--- config.mk ---
export PLATFORM = sky130hd
export DESIGN_NAME = alu_operand_seq
export DESIGN_NICKNAME = d
export VERILOG_FILES = /design/src/rtl/alu_operand_seq.sv
export SDC_FILE = /design/constraint.sdc
export NUM_CORES = 1
export LEC_CHECK = 0
export ABC_AREA = 1
export ABC_CLOCK_PERIOD_IN_PS = 1700
export BUFFER_PORTS_ARGS = -buffer_cell sky130_fd_sc_hd__buf_2
export CELL_PAD_IN_SITES_DETAIL_PLACEMENT = 1
export CELL_PAD_IN_SITES_GLOBAL_PLACEMENT = 1
export CORE_MARGIN = 3
export CORE_UTILIZATION = 42
export DETAILED_ROUTE_END_ITERATION = 7
export PLACE_DENSITY_LB_ADDON = 0.1
export SYNTH_ARGS = -nofsm -noshare
export SYNTH_HDL_FRONTEND = slang
export SYNTH_SLANG_ARGS = --single-unit
--- constraint.sdc ---
create_clock -name clk -period 1.7 [get_ports clk]
set_clock_uncertainty 0.05 [all_clocks]
set_input_delay 0.255 -clock clk [delete_from_list [all_inputs] [get_ports clk]]
set_output_delay 0.255 -clock clk [all_outputs]
set_load 0.01 [all_outputs]
--- src/rtl/alu_operand_seq.sv ---
// Operand sequencer for the 4-bit board ALU: debounces two push buttons and walks
// A -> B -> opcode -> display, committing a/b/op to the ALU atomically.
module alu_operand_seq #(
  parameter int DEBOUNCE_CYCLES = 16,
  parameter int CNT_W           = 5
) (
  input  logic       clk,
  input  logic       rst,
  input  logic [3:0] sw,
  input  logic       btn_next,
  input  logic       btn_clr,
  output logic [3:0] a,
  output logic [3:0] b,
  output logic [2:0] op,
  output logic [1:0] stage,
  output logic       ready,
  output logic       commit
);

  typedef enum logic [1:0] {
    S_A    = 2'd0,
    S_B    = 2'd1,
    S_OP   = 2'd2,
    S_SHOW = 2'd3
  } state_t;

  localparam logic [CNT_W-1:0] CNT_MAX  = CNT_W'(DEBOUNCE_CYCLES - 1);
  localparam logic [CNT_W-1:0] CNT_ZERO = {CNT_W{1'b0}};
  localparam logic [CNT_W-1:0] CNT_ONE  = {{(CNT_W-1){1'b0}}, 1'b1};

  // Button index 0 is next, index 1 is clear.
  logic [1:0]       btn_raw;
  logic [1:0]       meta;
  logic [1:0]       sync;
  logic [1:0]       db;
  logic [1:0]       db_d;
  logic [CNT_W-1:0] cnt [2];
  logic [1:0]       pulse;
  logic             next_p;
  logic             clr_p;

  assign btn_raw = {btn_clr, btn_next};

  // Two-flop synchronizer, stability counter and accepted-level history per button.
  always_ff @(posedge clk) begin
    if (rst) begin
      meta   <= 2'b00;
      sync   <= 2'b00;
      db     <= 2'b00;
      db_d   <= 2'b00;
      cnt[0] <= CNT_ZERO;
      cnt[1] <= CNT_ZERO;
    end else begin
      meta <= btn_raw;
      sync <= meta;
      db_d <= db;
      for (int i = 0; i < 2; i++) begin
        if (sync[i] == db[i]) begin
          cnt[i] <= CNT_ZERO;
        end else if (cnt[i] == CNT_MAX) begin
          db[i]  <= sync[i];
          cnt[i] <= CNT_ZERO;
        end else begin
          cnt[i] <= cnt[i] + CNT_ONE;
        end
      end
    end
  end

  assign pulse  = db & ~db_d;
  assign next_p = pulse[0];
  assign clr_p  = pulse[1];

  state_t     state, state_nxt;
  logic [3:0] a_stg, a_stg_nxt;
  logic [3:0] b_stg, b_stg_nxt;
  logic [3:0] a_nxt, b_nxt;
  logic [2:0] op_nxt;
  logic       ready_nxt;
  logic       commit_nxt;

  // State, staging and committed output registers.
  always_ff @(posedge clk) begin
    if (rst) begin
      state  <= S_A;
      a_stg  <= 4'h0;
      b_stg  <= 4'h0;
      a      <= 4'h0;
      b      <= 4'h0;
      op     <= 3'h0;
      ready  <= 1'b0;
      commit <= 1'b0;
    end else begin
      state  <= state_nxt;
      a_stg  <= a_stg_nxt;
      b_stg  <= b_stg_nxt;
      a      <= a_nxt;
      b      <= b_nxt;
      op     <= op_nxt;
      ready  <= ready_nxt;
      commit <= commit_nxt;
    end
  end

  // Next-state logic; clear beats next, and an abort leaves a/b/op untouched.
  always_comb begin
    state_nxt  = state;
    a_stg_nxt  = a_stg;
    b_stg_nxt  = b_stg;
    a_nxt      = a;
    b_nxt      = b;
    op_nxt     = op;
    ready_nxt  = ready;
    commit_nxt = 1'b0;
    if (clr_p) begin
      state_nxt = S_A;
      a_stg_nxt = 4'h0;
      b_stg_nxt = 4'h0;
      ready_nxt = 1'b0;
    end else if (next_p) begin
      case (state)
        S_A: begin
          a_stg_nxt = sw;
          state_nxt = S_B;
        end
        S_B: begin
          b_stg_nxt = sw;
          state_nxt = S_OP;
        end
        S_OP: begin
          a_nxt      = a_stg;
          b_nxt      = b_stg;
          op_nxt     = sw[2:0];
          commit_nxt = 1'b1;
          ready_nxt  = 1'b1;
          state_nxt  = S_SHOW;
        end
        S_SHOW: begin
          ready_nxt = 1'b0;
          state_nxt = S_A;
        end
        default: begin
          state_nxt = S_A;
          ready_nxt = 1'b0;
        end
      endcase
    end else begin
      state_nxt = state;
    end
  end

  assign stage = state;

endmodule

==> metrics.txt, run 1 <==
outcome completed; pin count of the biggest net entering global routing 16; Starting Density approximately 46%; Placed Instances 291; Nets ~270; Final Hold Fails 0; Die ar. 5030 um^2; DR iter-0 viols 67; H-Tree Depth 2; Rows 22; TritonCTS buffer count 5; Die X 71.0 um; Via-to-Cell Ratio 4.61; drt pass-1 iters 4; met3 wire length 150 um; power density cells 893 nW/um^2; routability congestion estimate 0.787; Final Max Slew Viols 0; hold path startpoint btn_clr; clock period minus final worst setup slack around 1.6 ns; total core area 3850 um^2; worst min-delay path category primary input to flip-flop; Post-synth EDFFs 10; endpoints failing setup 0; share of cells above drive strength 1 17.8%; worst setup margin between 0.1 and 0.15 ns; r2r startpoint cnt[0][1]; number of fill cells around 490; vias in the first global route 1354; clock root cell clkbuf_8; syn_area_per_cell 8.24 um^2; Internal 0.00147 W; design area around 2100 um^2; leakage power ~0.94 nW; # IOs 23; met2 WL post-DR 1550 um; Crit. End Element flip-flop; first-pass GRT wire length 6070 um; initial antenna violation count 0; Synth Register Bits 41; Syn. warnings 0; worst vdd rail ir drop about 0.00049 V; NetSw around 0.0004 W; Post-Syn Area 1770 um^2; clk slew on worst S/H paths 0.08 ns; Worst EP arrival about 1.7 ns; worst skew pair latency ~0.30 ns; cell family with most CP delay simple AND/OR/NAND/NOR gates; CP Cell Sequence ha_1, nand2_1, nor2_1, ha_1, nor2_2, nand3_2, nor3b_2; Num Clock Sinks 41; required time of the critical path 1.80 ns; clock share of power 41.3%; Synth cell types 26; CP peak stage delay 0.42 ns; area post-placement 1950 um^2; cell accounting for the most synthesized area dfxtp_1; Detail Placement HPWL about 2700 um; ranking of synthesized cells by area dfxtp_1 (35%), edfxtp_1 (17%), nor2_1 (12%), inv_1 (7.2%), ha_1 (6.4%); CTS tree yes; FMAX 636 MHz; CP dominant cell by count ha_1; routed via count 1389; combinational power share 4.0%; Async SR Flop Fraction 0%; DRC 0; top-count cell post-synth nor2_1; Crit Path Max Fanout 5; crit path max-delay cell type edfxtp_1; top post-synthesis cells by count nor2_1 (55), inv_1 (34), dfxtp_1 (31), nand2_1 (25), nand4_1 (12); Antenna Diode Count 0; sequential fraction of design power 54.7%; Post-Route WL 3510 um; cells after synthesis 215; PortBufs 22; sum of buffers and inverters on the critical path 0; switch share 21.3%; die height 71.0 um; post-route clock period utilization 92.6%; Layout area overhead 18.2%; max_cap viols 0; Seq/Total Area, Yosys around 52%; WL met1 ~1800 um; grt total ovfl 0; Top Metal Used met4; top_reg_cell synth dfxtp_1; crit start category flip-flop; CP Class flip-flop to flip-flop; maximum clock path buffer count 2; critical path launch point cnt[0][1]; worst slack, placed 0.0379 ns; routed len/inst 11.7 um; Routed Antenna Nets 0; total track usage 15.2%; area share of the largest cell type after synthesis 35.0%; Post-Layout Cell Count 301; Finished Core Util 54.4%
==> layout by cell type (no fill, tap or decap), types with 2 or more instances in the layout <==
master / instances
nand4_1: 12
buf_2: 22
buf_4: 5
inv_1: 33
nor2_2: 3
clkbuf_8: 5
nor2_1: 54
conb_1: 10
nand3_1: 3
a21oi_1: 8
ha_2: 2
edfxtp_1: 10
dfxtp_1: 31
o21ai_0: 9
ha_1: 7
inv_2: 2
nand2_1: 25
==> cell type report <==
type                       instances  area [um^2]  share of cell area, %
multi-input combinational        142          724                   34.6
timing repair buffer              27          148                   7.05
clock inverter                     3         41.3                   1.97
inverter                          35          131                   6.27
sequential                        41          921                   44.0
tap                               48         60.1                   2.87
clock buffer                       5         68.8                   3.29
==> worst paths after layout <==
| path | endpoint | slack (ns) | depth (start not counted) |
|---|---|---|---|
| worst min register to register | sync[0] | 0.36 | 2 |
| worst min-delay path | meta[1] | 0.10 | 3 |
| worst max-delay path | cnt[0][2] | 0.13 | 7 |
| worst max register to register | cnt[0][2] | 0.13 | 7 |
==> state kept, by name, summed over array words and instances, names as in the netlist, 2 cells and up <==
signal  flops
db_d        2
op          3
b_stg       4
a_stg       4
cnt        10
a           4
meta        2
db          2
sync        2
stage       2
b           4
==> layer usage <==
metal	up-vias	track usage, %
met5	-	0
met4	0	3.76
met3	5	5.26
met2	21	23.8
met1	628	20.2
li1	735	-
==> stage by stage <==
step	total power (W)	hold WS [ns]	TNS, ns
after detailed placement	0.00112	0.360	0
after global routing	0.00196	0.102	-0.0171
after floorplan	0.00109	0.312	0
after global placement	0.00111	0.348	0
final	0.00187	0.104	0
after CTS	0.00189	0.0991	0
==> cell families after synthesis <==
logic type,Yosys count,synth area share (%)
buffers and inverters,41,10.0
flip-flops,41,52.0
adder cells (fa/ha/maj),9,6.36
other,1,0.212
AO/OA/AOI/OAI,19,5.72
AND/OR/NAND/NOR,102,24.7
XOR/XNOR,2,0.989
==> worst reg2reg max path, stage by stage (launching register included) <==
cell      delay, ns
edfxtp_1       0.42
ha_1           0.22
nand2_1        0.08
nor2_1         0.04
ha_1           0.23
nor2_2         0.11
nand3_2        0.12
nor3b_2        0.17
==> what timing repair did <==
| action | 4_1_cts | 5_1_grt |
|---|---|---|
| gates resized for setup | 0 | 6 |
| setup buffers | 0 | 2 |
| setup endpoints to repair | 0 | 9 |
| hold buffers | 0 | 0 |
| endpoints found under the hold margin | 0 | 0 |
==> power by group through the flow <==
stage / Clock, W / Combinational [W] / Sequential [W]
4_1_cts: 0.000798 / 0.0000710 / 0.00102
3_3_place_gp: 0 / 0.0000682 / 0.00104
5_1_grt: 0.000844 / 0.0000892 / 0.00103
6_report: 0.000773 / 0.0000754 / 0.00102
2_1_floorplan: 0 / 0.0000468 / 0.00104
3_5_place_dp: 0 / 0.0000708 / 0.00105
Power figures use the tool's default switching activity.
==> inputs of run 2 (changes only) <==
RECOVER_POWER = 100   (was default)
SKIP_CTS_REPAIR_TIMING = 1   (was default)
==> run 2 against run 1 <==
  * Core utilization down 0.68 points
  * Flip-flop and latch count unchanged
  * Combinational power about the same
  * Design area down 1.3%
  * Non-clock buffer count unchanged
  * Via count down 0.14%
  * Clock power about the same
  * Clock-buffer cell count unchanged
  * Fmax about the same
  * Critical path type unchanged
  * Critical endpoint unchanged
  * Highest routed layer unchanged
==> metrics.txt, run 2 (synthesis results as in run 1) <==
outcome completed; leakage power 0.882 nW (-6.6%); Layout area overhead 16.7%; routed via count 1387 (-0.14%); vias in the first global route 1354 (unchanged); combinational power share 4.0% (about the same); initial antenna violation count 0 (unchanged); CTS tree yes; most frequent cells in the layout nor2_1 (54), inv_1 (33), dfxtp_1 (31), nand2_1 (25), clkbuf_1 (14); maximum clock path buffer count 2 (unchanged); DR iter-0 viols 69 (+3.0%); Final Max Slew Viols 0 (unchanged); CP Class flip-flop to flip-flop; total core area 3850 um^2 (unchanged); max reg flops 10 (unchanged); Via-to-Cell Ratio 4.61 (-0.14%); Crit Path Max Fanout 5 (unchanged); # IOs 23 (unchanged); power density cells 904 nW/um^2 (+1.2%); pin count of the biggest net entering global routing 16 (unchanged); clock period minus final worst setup slack 1.57 ns (-0.00000900 ns); first-pass GRT wire length 6070 um (unchanged); clock root cell clkbuf_8; post-route clock period utilization 92.6% (about the same); drt pass-1 iters 4 (unchanged); Die ar. 5030 um^2 (unchanged); worst setup margin 0.126 ns (+0.00000900 ns); Worst EP arrival 1.67 ns (about the same); NetSw 0.000397 W (-0.30%); number of fill cells 493 (+1.6%); Antenna Diode Count 0 (unchanged); die height 71.0 um (unchanged); share of cells above drive strength 1 11.9% (-5.9 points); sequential fraction of design power 54.7% (about the same); register area 921 um^2 (unchanged); crit start category flip-flop; hold_ws 0.105 ns (+0.000514 ns); Detail Placement HPWL 2700 um (unchanged); Internal 0.00147 W (about the same); FMAX 636 MHz (about the same); H-Tree Depth 2 (unchanged); Routed Antenna Nets 0 (unchanged); area post-placement 1950 um^2 (unchanged); largest reg by FF count cnt; max_slew headroom 63.4%; Crit. End Element flip-flop; Placed Instances 291 (unchanged); Die X 71.0 um (unchanged); routed len/inst 11.7 um (+0.83%); commonest non-fill, non-tap cell in the layout nor2_1; Multi-input gate area 716 um^2 (-1.2%); Final Hold Fails 0 (unchanged); total track usage 15.2% (unchanged); Post-Route WL 3540 um (+0.83%); Slew @ Worst Pin 0.548 ns; Starting Density 46.0% (unchanged); Num Clock Sinks 41 (unchanged); grt total ovfl 0 (unchanged); PortBufs 22 (unchanged); worst slack, placed 0.0379 ns (unchanged); Nets 269 (unchanged); worst skew pair latency 0.30 ns (about the same); worst min-delay path category primary input to flip-flop; endpoints failing setup 0 (unchanged); worst vdd rail ir drop 0.000491 V (about the same); clock share of power 41.3% (about the same); Rows 22 (unchanged); design area 2070 um^2 (-1.3%); TritonCTS buffer count 5 (unchanged); clk slew on worst S/H paths 0.08 ns (about the same); Post-Layout Cell Count 301 (unchanged); required time of the critical path 1.80 ns (about the same); switch share 21.2% (-0.050 points); DRC 0 (unchanged); routability congestion estimate 0.787 (unchanged); max_cap viols 0 (unchanged)
==> run 2: changes by cell type in the layout (fill, tap and decap cells not counted), sizes merged <==
cell,before,now
clkbuf,5,19
buf,27,13
==> run 2: worst max-delay path: stages (launching register included) <==
cell and delay, ns:
edfxtp_1 0.42, ha_1 0.22, nand2_1 0.08, nor2_1 0.04, ha_1 0.23, nor2_2 0.10
nand3_2 0.12, nor3b_2 0.17
==> run 2: layout make-up <==
type	instances	share of cell area (%)
Clock buffer	5	3.33
Clock inverter	3	2.00
Inverter	35	6.35
Multi-Input combinational cell	142	34.6
Sequential cell	41	44.5
Tap cell	48	2.90
Timing Repair Buffer	27	6.29
==> run 2: path summary, 6_finish.rpt <==
check / startpoint / endpoint / slack, ns / cells past startpoint
setup / recovery: cnt[0][1] / cnt[0][2] / 0.13 / 7
hold / removal: btn_clr / meta[1] / 0.10 / 3
setup reg to reg: cnt[0][1] / cnt[0][2] / 0.13 / 7
hold reg to reg: meta[0] / sync[0] / 0.36 / 2
==> run 2: through the flow <==
step	setup TNS [ns]	total power (W)	util [%]
2_1_floorplan	0	0.00109	-
3_3_place_gp	0	0.00111	50.6
3_5_place_dp	0	0.00112	50.6
4_1_cts	0	0.00189	53.5
5_1_grt	-0.0171	0.00196	53.7
6_report	0	0.00187	53.7
==> run 2: per-layer routing <==
layer	GRT usage, %	share of wire, %	vias up
met5	0	0	-
met4	3.76	1.1	0
met3	5.26	4.4	5
met2	23.8	44	18
met1	20.2	50	629
li1	-	-	735
==> run 2: power by group through the flow <==
stage | Combinational, W | Sequential [W] | Clock (W)
2_1_floorplan | 0.0000468 | 0.00104 | 0
3_3_place_gp | 0.0000682 | 0.00104 | 0
3_5_place_dp | 0.0000708 | 0.00105 | 0
4_1_cts | 0.0000710 | 0.00102 | 0.000798
5_1_grt | 0.0000889 | 0.00103 | 0.000844
6_report | 0.0000752 | 0.00102 | 0.000771
==> inputs of run 3 (changes only) <==
BUFFER_PORTS_ARGS = -buffer_cell sky130_fd_sc_hd__buf_4   (was -buffer_cell sky130_fd_sc_hd__buf_2)
PLACE_DENSITY = 0.75   (was default)
PLACE_DENSITY_LB_ADDON = default   (was 0.1)
==> run 3 against run 2 <==
  * Die area did not move
  * Flip-flop and latch count did not move
  * Clock power rose by 3.5%
  * Global-route usage rose by 1.7 points
  * Register-to-register slack got worse by 0.06 ns
  * Power rose by 1.8%
  * Design area rose by 1.5%
  * Sequential share of layout area fell by 0.64 points
  * Hold slack improved by 0.019 ns
  * First-iteration DRC count fell by 41%
  * Critical path type unchanged
  * Critical endpoint unchanged
  * Highest routed layer unchanged
==> metrics.txt, run 3 (synthesis results as in run 1) <==
Top Metal Used met4; first-pass GRT wire length 6870 um (+13%); worst setup margin 0.0645 ns (-0.0619 ns); commonest non-fill, non-tap cell in the layout nor2_1; Slew @ Worst Pin 0.519 ns (-0.0296 ns); CP Cell Sequence ha_2, nand2_1, nor2_1, ha_2, nor2_2, nand3_2, nor3b_2; grt total ovfl 0 (unchanged); Starting Density 46.0% (unchanged); required time of the critical path 1.79 ns (about the same); Final Hold Fails 0 (unchanged); routed via count 1454 (+4.8%); most frequent cells in the layout nor2_1 (54), inv_1 (33), dfxtp_1 (31), nand2_1 (25), clkbuf_1 (17); CP Class flip-flop to flip-flop; hold_ws 0.123 ns (+0.0188 ns); Internal 0.00152 W (+3.5%); worst vdd rail ir drop 0.000391 V (-20%); outcome completed; Via-to-Cell Ratio 4.83 (+4.8%); sequential fraction of design power 53.8% (-0.9 points); max reg flops 10 (unchanged); Layout area overhead 18.4%; Nets 269 (unchanged); NetSw 0.000380 W (-4.2%); worst slack, placed -0.0653 ns (-0.103 ns); WL met1 1790 um (+0.79%); clock root cell clkbuf_8; routability congestion estimate 0.747 (-5.0%); Rows 22 (unchanged); total core area 3850 um^2 (unchanged); crit start category flip-flop; Crit. End Element flip-flop; Num Clock Sinks 41 (unchanged); clk slew on worst S/H paths 0.08 ns (about the same); switch share 20.0% (-1.3 points); vias in the first global route 1557 (+15%); Routed Antenna Nets 0 (unchanged); Post-Route WL 4030 um (+14%); endpoints failing setup 0 (unchanged); share of cells above drive strength 1 12.3% (+0.40 points); Crit Path Max Fanout 5 (unchanged); combinational power share 4.3% (+0.3 points); met3 wire length 130 um (-16%); leakage power 0.882 nW (about the same); sum of buffers and inverters on the critical path 0 (unchanged); drt pass-1 iters 4 (unchanged); Antenna Diode Count 0 (unchanged); worst min-delay path category primary input to flip-flop; CTS tree yes; Worst EP arrival 1.72 ns (+0.05 ns); number of fill cells 493 (unchanged); largest reg by FF count cnt; H-Tree Depth 2 (unchanged); worst skew pair latency 0.28 ns (-0.02 ns); FMAX 611 MHz (-3.8%); Finished Core Util 54.4% (+0.78 points); Die ar. 5030 um^2 (unchanged); Detail Placement HPWL 2970 um (+9.8%); die height 71.0 um (unchanged); max_cap viols 0 (unchanged); post-route clock period utilization 96.2% (+3.6 points); maximum clock path buffer count 2 (unchanged); met2 WL post-DR 2030 um (+30%); Final Max Slew Viols 0 (unchanged); TritonCTS buffer count 5 (unchanged); power density cells 908 nW/um^2 (+0.38%); routed len/inst 13.4 um (+14%); crit path max-delay cell type edfxtp_1; cell family with most CP delay simple AND/OR/NAND/NOR gates; CP dominant cell by count ha_2; clock share of power 41.9% (+0.6 points); PortBufs 22 (unchanged); initial antenna violation count 0 (unchanged); pin count of the biggest net entering global routing 16 (unchanged); CP peak stage delay 0.43 ns (about the same); DRC 0 (unchanged); clock period minus final worst setup slack 1.64 ns (+0.0619 ns); max_slew headroom 65.4% (+2.0 points); DR iter-0 viols 41 (-41%); total track usage 16.9% (+1.7 points); Die X 71.0 um (unchanged); # IOs 23 (unchanged)
==> run 3: layout make-up <==
cell class / instances / area, um^2 / area share (%)
timing repair buffer: 27 / 140 / 6.68
inverter: 35 / 131 / 6.26
clock buffer: 7 / 86.3 / 4.11
multi-input combinational: 142 / 729 / 34.8
clock inverter: 1 / 30.0 / 1.43
tap: 48 / 60.1 / 2.86
sequential: 41 / 921 / 43.9
==> run 3: power by group through the flow <==
stage,combinational (W),sequential (W),clock [W]
5_1_grt,0.0000924,0.00103,0.000869
3_5_place_dp,0.0000729,0.00105,0
4_1_cts,0.0000740,0.00102,0.000824
3_3_place_gp,0.0000692,0.00105,0
2_1_floorplan,0.0000468,0.00104,0
6_report,0.0000811,0.00102,0.000798
==> run 3: stage by stage <==
stage               total power [W]  setup TNS, ns  std cells  instance area, um^2
floorplan                   0.00109              0        224                 1810
global route                0.00199        -0.0474        301                 2100
global placement            0.00111              0        290                 2000
finish                      0.00190              0        301                 2100
detailed placement          0.00112        -0.0653        290                 2000
CTS                         0.00192         -0.125        298                 2120
==> run 3: metal layers <==
metal | track usage (%) | vias up
met5 | 0 | -
met4 | 4.38 | 0
met3 | 3.84 | 9
met2 | 30.4 | 23
met1 | 20.2 | 681
li1 | - | 741
==> run 3: worst reg2reg max path: stages, from the launching register on <==
cell	delay [ns]
edfxtp_1	0.43
ha_2	0.23
nand2_1	0.10
nor2_1	0.05
ha_2	0.20
nor2_2	0.09
nand3_2	0.13
nor3b_2	0.21
==> run 3: path summary, 6_finish.rpt <==
path | startpoint | to | slack, ns | cells past startpoint
min | btn_next | meta[0] | 0.12 | 3
max | cnt[0][0] | cnt[0][2] | 0.06 | 7
min reg2reg | meta[0] | sync[0] | 0.37 | 2
max reg2reg | cnt[0][0] | cnt[0][2] | 0.06 | 7
